===== src/rtl/mips_multicycle_controller.sv =====
// Multicycle MIPS control FSM (Moore): sequences fetch/decode/execute/memory/
// writeback over a shared memory and ALU, stalls on mem_ready, and traps
// illegal opcodes and memory timeouts into a sticky FAULT state.
// Optional feature macro: JUMP_EN (adds the J instruction via a JUMP state).
module mips_multicycle_controller #(
  parameter int WAIT_LIMIT = 255,
  parameter int WAIT_W     = 8
) (
  input  logic       clk,
  input  logic       rst_n,
  input  logic [5:0] opcode,
  input  logic       mem_ready,
  output logic       pc_write,
  output logic       pc_write_cond,
  output logic       iord,
  output logic       mem_read,
  output logic       mem_write,
  output logic       ir_write,
  output logic       regdst,
  output logic       mem2reg,
  output logic       regwrite,
  output logic       alusrc_a,
  output logic [1:0] alusrc_b,
  output logic [1:0] aluop,
  output logic [1:0] pcsrc,
  output logic       retire,
  output logic       fault,
  output logic [1:0] fault_code
);

  typedef enum logic [3:0] {
    S_IDLE, S_FETCH, S_DECODE, S_MEM_ADDR, S_MEM_READ, S_MEM_WB,
    S_MEM_WRITE, S_R_EXEC, S_R_WB, S_BRANCH, S_JUMP, S_FAULT
  } state_t;

  localparam logic [5:0] OP_RTYPE = 6'b000000;
  localparam logic [5:0] OP_LW    = 6'b100011;
  localparam logic [5:0] OP_SW    = 6'b101011;
  localparam logic [5:0] OP_BEQ   = 6'b000100;
`ifdef JUMP_EN
  localparam logic [5:0] OP_J     = 6'b000010;
`endif
  localparam logic [WAIT_W-1:0] WAIT_MAX = WAIT_W'(WAIT_LIMIT);
  localparam bit TIMEOUT_EN = (WAIT_LIMIT != 0);

  state_t            state_reg, state_next;
  logic [5:0]        opcode_reg;
  logic [WAIT_W-1:0] wait_cnt_reg, wait_cnt_next;
  logic [1:0]        fault_code_reg, fault_code_next;
  logic              waiting;
  logic              timeout;

  // A memory state is stalling when its handshake has not completed this cycle
  always_comb begin
    waiting = ((state_reg == S_FETCH) || (state_reg == S_MEM_READ) ||
               (state_reg == S_MEM_WRITE)) && !mem_ready;
    timeout = TIMEOUT_EN && waiting && (wait_cnt_reg == WAIT_MAX);
  end

  // Next-state and fault-code selection; a completed handshake beats the timeout
  always_comb begin
    state_next      = state_reg;
    fault_code_next = fault_code_reg;
    case (state_reg)
      S_IDLE:    state_next = S_FETCH;
      S_FETCH: begin
        if (mem_ready) state_next = S_DECODE;
        else if (timeout) begin
          state_next      = S_FAULT;
          fault_code_next = 2'b10;
        end
      end
      S_DECODE: begin
        case (opcode)
          OP_RTYPE:     state_next = S_R_EXEC;
          OP_LW, OP_SW: state_next = S_MEM_ADDR;
          OP_BEQ:       state_next = S_BRANCH;
`ifdef JUMP_EN
          OP_J:         state_next = S_JUMP;
`endif
          default: begin
            state_next      = S_FAULT;
            fault_code_next = 2'b01;
          end
        endcase
      end
      S_MEM_ADDR: state_next = (opcode_reg == OP_SW) ? S_MEM_WRITE : S_MEM_READ;
      S_MEM_READ, S_MEM_WRITE: begin
        if (mem_ready) state_next = (state_reg == S_MEM_READ) ? S_MEM_WB : S_FETCH;
        else if (timeout) begin
          state_next      = S_FAULT;
          fault_code_next = 2'b10;
        end
      end
      S_MEM_WB, S_R_WB, S_BRANCH: state_next = S_FETCH;
      S_R_EXEC:  state_next = S_R_WB;
`ifdef JUMP_EN
      S_JUMP:    state_next = S_FETCH;
`endif
      S_FAULT:   state_next = S_FAULT;
      default:   state_next = S_IDLE;
    endcase
  end

  // Wait counter only advances while parked in a stalled memory state
  always_comb begin
    wait_cnt_next = '0;
    if ((state_next == state_reg) && waiting) wait_cnt_next = wait_cnt_reg + WAIT_W'(1);
  end

  // State, captured opcode, wait counter and fault code registers
  always_ff @(posedge clk) begin
    if (!rst_n) begin
      state_reg      <= S_IDLE;
      opcode_reg     <= '0;
      wait_cnt_reg   <= '0;
      fault_code_reg <= 2'b00;
    end else begin
      state_reg      <= state_next;
      wait_cnt_reg   <= wait_cnt_next;
      fault_code_reg <= fault_code_next;
      if (state_reg == S_DECODE) opcode_reg <= opcode;
    end
  end

  // Moore output decode; only handshake-qualified strobes look at mem_ready
  always_comb begin
    pc_write      = 1'b0;
    pc_write_cond = 1'b0;
    iord          = 1'b0;
    mem_read      = 1'b0;
    mem_write     = 1'b0;
    ir_write      = 1'b0;
    regdst        = 1'b0;
    mem2reg       = 1'b0;
    regwrite      = 1'b0;
    alusrc_a      = 1'b0;
    alusrc_b      = 2'b00;
    aluop         = 2'b00;
    pcsrc         = 2'b00;
    retire        = 1'b0;
    fault         = 1'b0;
    fault_code    = fault_code_reg;
    case (state_reg)
      S_FETCH: begin
        mem_read = 1'b1;
        alusrc_b = 2'b01;
        ir_write = mem_ready;
        pc_write = mem_ready;
      end
      S_DECODE:   alusrc_b = 2'b11;
      S_MEM_ADDR: begin
        alusrc_a = 1'b1;
        alusrc_b = 2'b10;
      end
      S_MEM_READ: begin
        mem_read = 1'b1;
        iord     = 1'b1;
      end
      S_MEM_WB: begin
        regwrite = 1'b1;
        mem2reg  = 1'b1;
        retire   = 1'b1;
      end
      S_MEM_WRITE: begin
        mem_write = 1'b1;
        iord      = 1'b1;
        retire    = mem_ready;
      end
      S_R_EXEC: begin
        alusrc_a = 1'b1;
        aluop    = 2'b10;
      end
      S_R_WB: begin
        regwrite = 1'b1;
        regdst   = 1'b1;
        retire   = 1'b1;
      end
      S_BRANCH: begin
        alusrc_a      = 1'b1;
        aluop         = 2'b01;
        pc_write_cond = 1'b1;
        pcsrc         = 2'b01;
        retire        = 1'b1;
      end
`ifdef JUMP_EN
      S_JUMP: begin
        pc_write = 1'b1;
        pcsrc    = 2'b10;
        retire   = 1'b1;
      end
`endif
      S_FAULT:  fault = 1'b1;
      default:  fault = 1'b0;
    endcase
  end

endmodule


===== config.mk =====
export PLATFORM = sky130hd
export DESIGN_NAME = mips_multicycle_controller
export DESIGN_NICKNAME = d
export VERILOG_FILES = /design/src/rtl/mips_multicycle_controller.sv
export SDC_FILE = /design/constraint.sdc
export NUM_CORES = 1
export LEC_CHECK = 0
export ABC_AREA = 1
export BUFFER_PORTS_ARGS = -buffer_cell sky130_fd_sc_hd__buf_2
export CAP_MARGIN = 30
export CORE_ASPECT_RATIO = 1.1
export CORE_MARGIN = 3
export CORE_UTILIZATION = 40
export DETAILED_ROUTE_END_ITERATION = 16
export GPL_ROUTABILITY_DRIVEN = 0
export SLEW_MARGIN = 5
export SYNTH_ARGS = -nofsm -noshare
export SYNTH_HDL_FRONTEND = slang
export SYNTH_SLANG_ARGS = --single-unit

===== constraint.sdc =====
create_clock -name clk -period 2.5 [get_ports clk]
set_input_delay 0.125 -clock clk [delete_from_list [all_inputs] [get_ports clk]]
set_output_delay 0.125 -clock clk [all_outputs]
set_load 0.02 [all_outputs]

Word-level counts from Yosys, hierarchy flattened
Cells that the tools add are included.
{"block": "word_totals", "latchBits": 0, "memories": 0, "out_inout_bits": 20, "input_bits": 9, "rom_bits": 0, "regBits": 20, "elab_cells": 69, "ramBits": 0}
{"block": "op_classes", "mux": 25, "mul": 0, "n_bitwise": 0, "shifts": 0, "n_div": 0, "addsub": 1, "n_reduce_logical": 20, "order_cmp": 0, "eq_ne": 19}
{"cell": "4-bit case mux with 7 select lines", "n": 1}
{"cell": "6-bit equality test, second input constant", "n": 3}
{"cell": "4-bit by 3-bit equality test with 1-bit output, second input constant", "n": 4}
{"cell": "4-bit equality test, second input constant", "n": 3}
{"cell": "4-bit two-way mux", "n": 3}
{"cell": "4-bit case mux with 3 select lines", "n": 1}
{"cell": "1-bit two-way mux", "n": 11}
{"cell": "3-bit OR reduction", "n": 3}
{"cell": "8-bit by 1-bit adder with 8-bit output, second input constant", "n": 1}
{"cell": "4-bit by 2-bit equality test with 1-bit output, second input constant", "n": 2}
{"cell": "8-bit equality test, second input constant", "n": 1}
{"cell": "2-bit two-way mux", "n": 4}
{"cell": "2-bit case mux with 2 select lines", "n": 2}
{"cell": "2-bit OR reduction", "n": 4}
{"cell": "4-bit OR reduction", "n": 2}
{"cell": "6-bit by 3-bit equality test with 1-bit output, second input constant", "n": 1}
{"cell": "6-bit logical NOT", "n": 1}
{"cell": "2-bit case mux with 3 select lines", "n": 1}
{"cell": "4-bit by 1-bit equality test with 1-bit output, second input constant", "n": 1}
{"cell": "4-bit equality test", "n": 1}
{"cell": "4-bit logical NOT", "n": 1}
{"cell": "2-bit != test, second input constant", "n": 2}
{"cell": "4-bit AND reduction", "n": 1}
{"cell": "1-bit logical AND", "n": 3}
{"cell": "7 further kinds", "n": 8}

Logic depth before layout (Yosys ltp)
{"block": "logic_depth", "ltp_word": 11, "mapped_depth": 11, "depth_no_buf": 11}

Worst setup path before layout
Ideal clock, no wire load.
{"block": "synth_path", "kind": "register -> output", "startpoint": "register state_reg[1]", "endpoint": "output retire", "setup_slack_ns": 1.109, "path_stages_with_launch": 8, "t_required_ns": 2.375, "t_arrival_ns": 1.266, "n_path_buf": 0, "path_cell_list": "dfxtp_1 > inv_1 > nand2_1 > nor2_1 > inv_1 > nand2_1 > a21oi_1 > nand2_1"}
{"block": "synth_between", "elab_chain_len": 3, "word_cells_on_any_way": 6, "cone_classes": "eq/ne (4); mux (1); reduce/logical (1)"}
{"item": "start: declaration", "line_no": "46", "rtl": "state_t state_reg, state_next;"}
{"item": "start signal: assignment", "line_no": "119", "rtl": "state_reg <= state_next;"}
{"item": "4-bit by 3-bit equality test with 1-bit output / 4-bit equality test (equally long branches)", "line_no": "144", "rtl": "case (state_reg)"}
{"item": "3-bit OR reduction (no line)"}
{"item": "1-bit case mux with 2 select lines (*)", "line_no": "144"}
{"item": "end: declaration", "line_no": "26", "rtl": "output logic retire,"}
Mark *: on every way between the ends. The rest lies on a longest branch, timed or not.

Worst setup path in the final report
{"block": "layout_path", "startpoint": "register state_reg[0]", "endpoint": "output alusrc_b[0]"}
{"block": "layout_between", "elab_chain_len": 2, "word_cells_on_any_way": 4, "cone_classes": "eq/ne (3); mux (1)"}
{"item": "4-bit by 2-bit equality test with 1-bit output / 4-bit by 1-bit equality test with 1-bit output (equally long branches)", "line_no": "144"}
{"item": "2-bit case mux with 3 select lines (*)", "line_no": "144"}
{"item": "end: declaration", "line_no": "23", "rtl": "output logic [1:0] alusrc_b,"}
Marked as above.

==> summary.txt <==
Timing
  – Total count of hold-check failures in the final report: 0
  – Unrepaired setup endpoints after global routing: no
  – Achievable clock frequency: 537 MHz
  – Final slew viol count: 0
  – Share of the cycle needed by the critical path after routing: 0.745
  – Final setup violating endpoints: 0
  – Setup TNS: 0 ps
  – Worst-case clock skew: 1.58 ps
  – Final worst path period need: around 1900 ps

Cells and area
  – Total non-filler cell area in the finished layout: 1280 sq um
  – Antenna Diode Count: 0
  – Fillcell total: between 200 and 300
  – Post-layout utilization of the core: 0.498
  – Layout overhead on the synthesized area: 14.7%
  – Sequential cell area in the final layout: 400 sq um
  – Fraction of final layout cells with drive strength greater than 1: 0.208
  – Net count of the finished layout: 208
  – Footprint of the multi-input gates: 581 sq um
  – Non-Filler Instances: 228
  – Max reg flops: 8

Logic synthesis
  – Area share of the largest cell type after synthesis: 0.360
  – Part of the Yosys area used for sequential elements: 0.360
  – Cell type with the largest total area after synthesis: dfxtp_1
  – Share of flip-flops with an asynchronous set or reset after synthesis: 0
  – Number of instances in the synthesized netlist: 172
  – Top_reg_cell synth: dfxtp_1
  – Count of flip-flops with a built-in enable after synthesis: 0
  – Syn avg cell area: 6.47 sq um
  – Number of unique standard cell types used by synthesis: 22
  – Warning count from the yosys run: 0
  – Synth cell count leaders: nand2_1 (37), nor2_1 (37), inv_1 (22)
  – Mapped Nets: 182
  – Post-synthesis instance area: between 1000 and 1500 sq um
  – Register bit total from synthesis: 20
  – Leading post-synthesis cells by cell area: dfxtp_1 (36%), nand2_1 (12%), nor2_1 (12%)

Global routing
  – Vias in the first global route: 1,022
  – Initial antenna violation count: 0
  – Overall routing resource usage: 0.154
  – Global-route wire length before repair: approximately 4300 um
  – GRT Residual Overflow: 0
  – Largest net degree at the start of global routing: 13

Flow run
  – Max capacitance violation total: 0

Place
  – Post-Place Cell Area: between 1000 and 1500 sq um
  – Number of buffers inserted by port buffering: 27
  – Cell count after placement: 224
  – Detailed placer's ending HPWL: 1960 um

Clocking
  – Hold buffers post-CTS: 0
  – Post-CTS setup buffer count: 0
  – CTS tree: yes
  – Clock transition at the registers of the reported paths: 110 ps
  – Num CTS Buffers: 3
  – CTS sink count: 20
  – Buffer depth of the longest clock path: 2
  – Later-pin clock latency in the skew report: between 200 and 300 ps
  – Cells resized by post-CTS repair: 0
  – Clk root buf: clkbuf_4
  – Number of levels in the clock H-tree: 1

Routing
  – Per-cell routed wire length: 10.8 um
  – Via count: 1,082
  – DRT Wirelength: 2450 um
  – DRC violation count after routing: 0
  – Count of antenna-violating nets left after detailed routing: 0
  – Per-cell via count in the routed design: between 4 and 5
  – Pre-antenna DRT Iters: 4
  – First-iteration detailed-routing DRC count: 37

Critical path
  – Crit path max-delay cell type: nor2_2
  – Worst Path Class, Setup: reg -> out
  – CP Data Arrival Time: 1740 ps
  – Worst path top cell family by delay: simple AND/OR/NAND/NOR gates
  – CP peak stage delay: 390 ps
  – Required time of the critical path: 2380 ps
  – Kind of end point of the critical path: output pin
  – Element type at the critical path start: register
  – Worst path cell trace: inv_1 -> nand2_1 -> nor2_2 -> inv_1 -> nand2_1 -> buf_2
  – Critical path fanouts, max: 12
  – Buffers and inverters on the worst path: 3

Pwr
  – Power per unit of standard cell area: 631 nW/um^2
  – Largest vdd supply drop: 323 uV
  – Static Leakage: 0.677 nW

Die
  – Number of placed I/O pins: 29
  – Area enclosed by the die boundary: 3450 sq um
  – Placement row count: 19
  – Width of the die: 56.3 um
  – Overall die height: 61.3 um
  – Effective utilization at floorplan: 0.434
  – Core Area: 2570 sq um

Run status
  – Result of the run: finished, final reports clean

Worst hold path
  – Type of the tightest min-delay check: in -> reg
[through the flow]
stage | setup WS [ps] | total power, mW | hold slack (ps)
2_1_floorplan | 1110 | 0.567 | 260
3_3_place_gp | 1000 | 0.629 | 389
3_5_place_dp | 956 | 0.630 | 388
4_1_cts | 646 | 0.816 | 77.1
5_1_grt | 449 | 0.866 | 90.1
6_report | 637 | 0.806 | 90.5
[logic make-up after synthesis]
kind of cell,share of synthesized area
xor+xnor,0.0472
fa+ha+maj,0.0112
simple gates,0.385
flops,0.360
other cells,0.00337
compound gates,0.0742
buf+inv,0.119
[power breakdown]
part	switching [mW]	total (mW)	internal, mW
combinational	0.175	0.257	0.0811
sequential	0.0190	0.366	0.347
clock	0.0943	0.183	0.0886
total	0.289	0.806	0.517
[worst reg2reg max path, cell delays in order (launching register included)]
cell     delay, ps
dfxtp_1        340
inv_1          150
nand2_1        110
nor2_2         390
nand3_1        160
nand3_2        110
nand2_2         60
nand2_4        100
nor2_1          50
[final cells by class]
type / count / area share
clock buffer: 4 / 0.0284
tap: 31 / 0.0304
sequential: 20 / 0.313
multi-input combinational: 123 / 0.454
inverter: 23 / 0.0676
timing repair buffer: 27 / 0.106
[cell usage in the layout, fill, tap and decap left out]
cell type   n
conb_1      1
buf_2      27
a21oi_1     7
a211oi_1    1
o21ai_0     8
xnor2_1     1
nand2_2     1
nor3_1      3
inv_2       1
inv_1      22
nand2_1    37
nor2_2      5
nor2_1     37
xor2_1      5
dfxtp_1    20
clkbuf_4    3
nand2_4     1
nand3_1    13
clkbuf_8    1
ha_1        1
nand3_2     1
nand4_2     1
[layer usage]
| metal | routed length, um | up-vias | track usage |
|---|---|---|---|
| met5 | 0 | - | 0 |
| met4 | 20 | 0 | 0.0508 |
| met3 | 138 | 2 | 0.0210 |
| met2 | 1120 | 29 | 0.277 |
| met1 | 1180 | 473 | 0.194 |
| li1 | - | 578 | - |
[final timing paths]
check	from	to	slack, ps	depth (start not counted)
worst min-delay path	opcode[4]	opcode_reg[4]	90	3
worst max-delay path	state_reg[0]	alusrc_b[0]	640	6
worst min register to register	wait_cnt_reg[0]	wait_cnt_reg[0]	450	1
worst max register to register	state_reg[0]	wait_cnt_reg[2]	930	8
(Power assumes the default switching activity.)
